--- src/rtl/baseline_multiscale_pkg.sv ---
// Shared width helpers and default timing constants for the
// multi-timescale baseline estimator.
package baseline_pkg;

    localparam int SAMP_PER_BIN_DEF = 250;
    localparam int D1_DEF           = 5;
    localparam int D2_DEF           = 6;
    localparam int D3_DEF           = 8;

    // Extra bits needed to hold a sum of n terms; 0 for n <= 1.
    function automatic int clog2w(input int n);
        return (n <= 1) ? 0 : $clog2(n);
    endfunction

    function automatic int max2(input int a, input int b);
        return (a > b) ? a : b;
    endfunction

endpackage

--- src/rtl/baseline_multiscale_window.sv ---
// One sliding-window running-sum level: ring buffer, running sum,
// saturating fill count and optional decimating emit counter.
module window_level
    import baseline_pkg::*;
#(
    parameter  int IN_W       = 27,
    parameter  int DEPTH      = 5,
    parameter  int EMIT_EVERY = 5,
    parameter  bit EMIT_EN    = 1'b1,
    localparam int OUT_W      = IN_W + clog2w(DEPTH),
    localparam int FW         = max2(1, clog2w(DEPTH + 1))
) (
    input  logic                    clk,
    input  logic                    rst,
    input  logic                    push_in,
    input  logic signed [IN_W-1:0]  data_in,
    output logic                    push_out,
    output logic signed [OUT_W-1:0] data_out,
    output logic [FW-1:0]           fill
);

    localparam int PW  = max2(1, clog2w(DEPTH));
    localparam int ECW = max2(1, clog2w(EMIT_EVERY));

    logic signed [IN_W-1:0]  ring [DEPTH];
    logic [PW-1:0]           ptr;
    logic [ECW-1:0]          ecnt;
    logic signed [OUT_W-1:0] sum;
    logic signed [OUT_W-1:0] sum_next;

    // Entries start at zero, so the subtraction is exact while filling.
    assign sum_next = sum + OUT_W'(data_in) - OUT_W'(ring[ptr]);

    always_ff @(posedge clk) begin
        if (rst) begin
            for (int i = 0; i < DEPTH; i++) begin
                ring[i] <= '0;
            end
            ptr      <= '0;
            ecnt     <= '0;
            sum      <= '0;
            fill     <= '0;
            push_out <= 1'b0;
            data_out <= '0;
        end else begin
            push_out <= 1'b0;
            if (push_in) begin
                ring[ptr] <= data_in;
                sum       <= sum_next;
                ptr       <= (ptr == PW'(DEPTH - 1)) ? '0 : ptr + PW'(1);
                if (fill != FW'(DEPTH)) begin
                    fill <= fill + FW'(1);
                end
                if (EMIT_EN) begin
                    if (ecnt == ECW'(EMIT_EVERY - 1)) begin
                        ecnt     <= '0;
                        push_out <= 1'b1;
                        data_out <= sum_next;
                    end else begin
                        ecnt <= ecnt + ECW'(1);
                    end
                end else begin
                    push_out <= 1'b1;
                    data_out <= sum_next;
                end
            end
        end
    end

endmodule

--- src/rtl/baseline_multiscale.sv ---
// Multi-timescale baseline: bins samples, cascades three window levels.
// Optional BASELINE_MULTISCALE_PARTIAL_EN adds pulses while L3 fills.
module baseline_multiscale
    import baseline_pkg::*;
#(
    parameter int DIN_W        = 25,
    parameter int SAMP_PER_BIN = SAMP_PER_BIN_DEF,
    parameter int D1           = D1_DEF,
    parameter int D2           = D2_DEF,
    parameter int D3           = D3_DEF,
    parameter int OUT_SHIFT    = 8,
    parameter int DOUT_W       = 34
) (
    input  logic                     clk,
    input  logic                     rst,
    input  logic signed [DIN_W-1:0]  din,
    input  logic                     din_valid,
    output logic signed [DOUT_W-1:0] dout,
    output logic                     dout_valid
`ifdef BASELINE_MULTISCALE_PARTIAL_EN
    ,
    output logic                     dout_partial
`endif
);

    localparam int W0  = DIN_W + clog2w(SAMP_PER_BIN);
    localparam int W1  = W0 + clog2w(D1);
    localparam int W2  = W1 + clog2w(D2);
    localparam int W3  = W2 + clog2w(D3);
    localparam int CW  = max2(1, clog2w(SAMP_PER_BIN));
    localparam int FW1 = max2(1, clog2w(D1 + 1));
    localparam int FW2 = max2(1, clog2w(D2 + 1));
    localparam int FW3 = max2(1, clog2w(D3 + 1));
    localparam int XW  = max2(W3, DOUT_W);

    if (DOUT_W < W3 - OUT_SHIFT) begin : g_width_check
        $error("baseline_multiscale: DOUT_W too small for W3-OUT_SHIFT");
    end

    logic [CW-1:0]        cnt;
    logic signed [W0-1:0] acc;
    logic signed [W0-1:0] acc_next;
    logic signed [W0-1:0] bin_sum;
    logic                 push0;

    assign acc_next = acc + W0'(din);

    always_ff @(posedge clk) begin
        if (rst) begin
            cnt     <= '0;
            acc     <= '0;
            bin_sum <= '0;
            push0   <= 1'b0;
        end else begin
            push0 <= 1'b0;
            if (din_valid) begin
                if (cnt == CW'(SAMP_PER_BIN - 1)) begin
                    cnt     <= '0;
                    acc     <= '0;
                    bin_sum <= acc_next;
                    push0   <= 1'b1;
                end else begin
                    cnt <= cnt + CW'(1);
                    acc <= acc_next;
                end
            end
        end
    end

    logic                 l1_push;
    logic signed [W1-1:0] l1_data;
    logic [FW1-1:0]       l1_fill_unused;
    logic                 l2_push;
    logic signed [W2-1:0] l2_data;
    logic [FW2-1:0]       l2_fill_unused;
    logic                 l3_push;
    logic signed [W3-1:0] l3_data;
    logic [FW3-1:0]       l3_fill;

    window_level #(
        .IN_W      (W0),
        .DEPTH     (D1),
        .EMIT_EVERY(D1),
        .EMIT_EN   (1'b1)
    ) u_l1 (
        .clk     (clk),
        .rst     (rst),
        .push_in (push0),
        .data_in (bin_sum),
        .push_out(l1_push),
        .data_out(l1_data),
        .fill    (l1_fill_unused)
    );

    window_level #(
        .IN_W      (W1),
        .DEPTH     (D2),
        .EMIT_EVERY(D2),
        .EMIT_EN   (1'b1)
    ) u_l2 (
        .clk     (clk),
        .rst     (rst),
        .push_in (l1_push),
        .data_in (l1_data),
        .push_out(l2_push),
        .data_out(l2_data),
        .fill    (l2_fill_unused)
    );

    // L3 never decimates; push_out marks every window update.
    window_level #(
        .IN_W      (W2),
        .DEPTH     (D3),
        .EMIT_EVERY(1),
        .EMIT_EN   (1'b0)
    ) u_l3 (
        .clk     (clk),
        .rst     (rst),
        .push_in (l2_push),
        .data_in (l2_data),
        .push_out(l3_push),
        .data_out(l3_data),
        .fill    (l3_fill)
    );

    logic                 l3_full;
    logic signed [XW-1:0] l3_shr;

    assign l3_full = (l3_fill == FW3'(D3));
    assign l3_shr  = XW'(l3_data) >>> OUT_SHIFT;

`ifdef BASELINE_MULTISCALE_PARTIAL_EN
    always_ff @(posedge clk) begin
        if (rst) begin
            dout         <= '0;
            dout_valid   <= 1'b0;
            dout_partial <= 1'b0;
        end else begin
            dout_valid   <= 1'b0;
            dout_partial <= 1'b0;
            if (l3_push) begin
                dout         <= DOUT_W'(l3_shr);
                dout_valid   <= 1'b1;
                dout_partial <= ~l3_full;
            end
        end
    end
`else
    always_ff @(posedge clk) begin
        if (rst) begin
            dout       <= '0;
            dout_valid <= 1'b0;
        end else begin
            dout_valid <= 1'b0;
            if (l3_push && l3_full) begin
                dout       <= DOUT_W'(l3_shr);
                dout_valid <= 1'b1;
            end
        end
    end
`endif

endmodule

--- config.mk ---
export PLATFORM = sky130hd
export DESIGN_NAME = baseline_multiscale
export DESIGN_NICKNAME = d
export VERILOG_FILES = /design/src/rtl/baseline_multiscale_pkg.sv /design/src/rtl/baseline_multiscale_window.sv /design/src/rtl/baseline_multiscale.sv
export SDC_FILE = /design/constraint.sdc
export NUM_CORES = 2
export LEC_CHECK = 0
export ABC_CLOCK_PERIOD_IN_PS = 5200
export BUFFER_PORTS_ARGS = -buffer_cell sky130_fd_sc_hd__buf_2
export CAP_MARGIN = 20
export CORE_ASPECT_RATIO = 2
export CORE_MARGIN = 2
export CORE_UTILIZATION = 45
export DETAILED_ROUTE_END_ITERATION = 8
export GPL_ROUTABILITY_DRIVEN = 0
export RECOVER_POWER = 25
export REMOVE_ABC_BUFFERS = 1
export SLEW_MARGIN = 10
export SYNTH_ARGS = -nofsm -noshare
export SYNTH_HDL_FRONTEND = slang
export SYNTH_SLANG_ARGS = --single-unit
--- constraint.sdc ---
create_clock -name clk -period 5.2 [get_ports clk]
set_clock_uncertainty 0.2 [all_clocks]
set_input_delay 0 -clock clk [delete_from_list [all_inputs] [get_ports clk]]
set_output_delay 0 -clock clk [all_outputs]
set_load 0.1 [all_outputs]
==> results.cfg <==
[logic_synthesis]
synth_cells = 5188
ys_seq_elements = 1197
synth_seq_area_share_pct = 53.8
syn_area_per_cell_um2 = 11.7
ys_types = 82
synth.cell_area_um2 = 60600
synthFlopType = edfxtp_1
synth_edf_count = 864
yosys_warnings = 0
async_reset_ff_share_pct = 0

[finish]
n_fill_cell = 11800
finish.instance_area_um2 = 67800
seq_area_um2 = 32600
nets = 5561
multi_input_area_um2 = 25000
final_common_cell = edfxtp_1
final_core_util_pct = 50.7
stdcell_count = 7081
final_cell_mix = edfxtp_1, inv_1, nand2_1
area_delta_synth_final_pct = 12.0
drive_above_1_share_pct = 14.9

[outcome]
failed_checks = max-capacitance violations, max-slew violations
status = finished with violations

[detailed_routing]
wirelength_mm = 147
drt-initial-drc-count = 2069
antenna_left = 0
dr.pass1.iters = 5
routed_via_density = 5.59
via_count = 39600
wl_per_cell_um = 20.8
drc = 0

[timing]
worst_slack_ns = 0.153
hold_violations = 0
finalCritPeriodShare_pct = 97.1
setup_tns_ns = 0
setup_viol = 0
relSlewSlack_pct = -80.7
worst_pin_slew_ns = 2.71
worst_hold_slack_ns = 0.0367
maxSlewViolCount = 442
max_freq_mhz = 198
min_period_ns = 5.05

[floorplan]
num_rows = 190
core_um2 = 134000
io_pins = 63
die_y_um = 523
die_w_um = 263
die-area_um2 = 138000
initial_core_util_pct = 45.3

[clock_network]
path_clk_slew_ns = 0.07
cts_num_sinks = 1197
htree_num_levels = 3
cts_buffers = 109
clock_latency_ns = 0.76
cts_tree = built
clockRootBuffer = clkbuf_16
clockBufferDepth = 3

[global_routing]
track_usage_pct = 21.6
grt_pass1_vias = 42100
antenna_found_initial = 1
grt_max_degree = 114
gr-total-overflow = 0
grt_pass1_wl_mm = 233

[placed_design]
placed_area_um2 = 63600
port-buffer-count = 62
dp.cells = 6822
dp_hpwl_mm = 102
preCtsSetupSlack_ns = -0.0827

[worst_hold_path]
hp-class = input port to flip-flop
hold_end = u_l3.data_out[5]
holdPathStages = 3
worstHoldStart = rst

[setup_path]
slowest_delay_ns = 0.58
critical_path_arrival_ns = 5.48
ff2ff_path_depth = 16
cp_top_family = compound AO/OA/AOI/OAI gates
rr_endpoint = u_l2.data_out[28]
crit_buf_inv = 3
crit_chain = buf_12 > buf_4 > mux4_2 > mux2_2 > fa_1 > inv_1 > ha_1 > o21ai_1 > a211o_1 > or4b_4 > a21boi_2 > a31oi_4 > o41ai_2 > xnor2_1 > nor3_1 > a31o_1
rrSetupSlack_ns = 0.15
startpoint_type = flip-flop
path_max_fanout = 11
cp_slowest_cell = or4b_4
path_depth = 16
cp-end-kind = flip-flop
critical_path_required_ns = 5.63
worstSetupPathType = flip-flop to flip-flop

[run]
max_cap_viol_count = 13

[power_and_ir_drop]
power_mw = 20.1
p_per_area_nw_per_um2 = 297
power_leakage_nw = 24.3
peakVddDrop_v = 0.000253
flip-flops by register name, summed over array words and instances, names as in the netlist, named ones only:
register	flops
u_l1.ptr	3
u_l1.data_out	36
dout_valid	1
u_l3.data_out	42
u_l3.push_out	1
u_l1.sum	36
u_l3.ring	312
acc	33
cnt	8
u_l1.ecnt	3
u_l2.data_out	39
u_l1.push_out	1
u_l2.push_out	1
u_l2.sum	39
push0	1
u_l3.fill	4
u_l1.ring	264
u_l2.ptr	3
dout	34
bin_sum	33
u_l2.ring	288
u_l3.ptr	3
u_l2.ecnt	3
cells by family after synthesis:
family / Yosys count / share of synthesized area, %
XOR/XNOR: 144 / 2.08
multiplexers: 422 / 11.7
AO/OA/AOI/OAI: 665 / 6.78
flip-flops: 1197 / 53.8
adder cells (fa/ha/maj): 277 / 7.15
buffers and inverters: 871 / 5.40
AND/OR/NAND/NOR: 1612 / 13.1
power breakdown:
group | internal, mW | switching [mW]
sequential | 10.4 | 0.0738
combinational | 0.489 | 0.697
clock | 4.70 | 3.76
worst max-delay path by stage:
| stage | endpoint | slack (ns) |
|---|---|---|
| 2_1_floorplan | u_l3.ring[1][0] | -5.46 |
| 3_3_place_gp | u_l1.data_out[35] | -0.07 |
| 3_5_place_dp | u_l1.sum[35] | -0.08 |
| 4_1_cts | u_l1.sum[35] | 0.005 |
| 5_1_grt | u_l2.data_out[37] | -0.01 |
| 6_report | u_l2.data_out[28] | 0.15 |
cells in the mapped netlist (all sizes together) (32+ instances only):
| cell | count | area, µm² |
|---|---|---|
| nand3 | 44 | 220 |
| o21ai | 100 | 500 |
| clkinv | 39 | 146 |
| a21oi | 299 | 1500 |
| fa | 115 | 2300 |
| xnor2 | 97 | 850 |
| buf | 53 | 201 |
| mux2 | 105 | 1180 |
| edfxtp | 864 | 25900 |
| nor3 | 153 | 766 |
| nand2 | 417 | 1570 |
| xor2 | 47 | 412 |
| mux2i | 101 | 1010 |
| mux4 | 216 | 4860 |
| clkbuf | 295 | 1110 |
| nor2b | 45 | 282 |
| nand4 | 32 | 200 |
| and2 | 160 | 1000 |
| inv | 484 | 1820 |
| a21o | 75 | 563 |
| nor2 | 375 | 1410 |
| nor4 | 284 | 1780 |
| ha | 162 | 2030 |
| dfxtp | 333 | 6670 |
final cells by class:
cell class              count  area share (%)
multi-input cells        3120            36.8
diodes                      1         0.00369
flip-flops and latches   1197            48.1
well taps                1728            3.19
inverters                 523            2.89
clock inverters            55           0.887
clock buffers             152            4.67
repair buffers            305            3.45
worst register-to-register path: stages (launching register included):
cell      delay, ns
dfxtp_4        0.41
buf_12         0.17
buf_4          0.14
mux4_2         0.48
mux2_2         0.29
fa_1           0.48
inv_1          0.04
ha_1           0.35
o21ai_1        0.12
a211o_1        0.32
or4b_4         0.58
a21boi_2       0.30
a31oi_4        0.20
o41ai_2        0.37
xnor2_1        0.19
nor3_1         0.08
a31o_1         0.20
per-layer routing:
layer	up-vias	global-route usage, %	routed length (µm)
met3	301	2.23	4620
li1	18800	-	-
met4	0	9.43	6090
met1	19600	21.8	52100
met2	844	43.9	84600
met5	-	0	0
repair_timing:
action	4_1_cts	5_1_grt
cloned	0	0
hold buffers	41	0
gates resized for setup	4	27
setup endpoints to repair	16	39
pin swaps	0	5
setup buffers	4	6
hold endpoints to repair	252	0
Power figures use the tool's default switching activity.
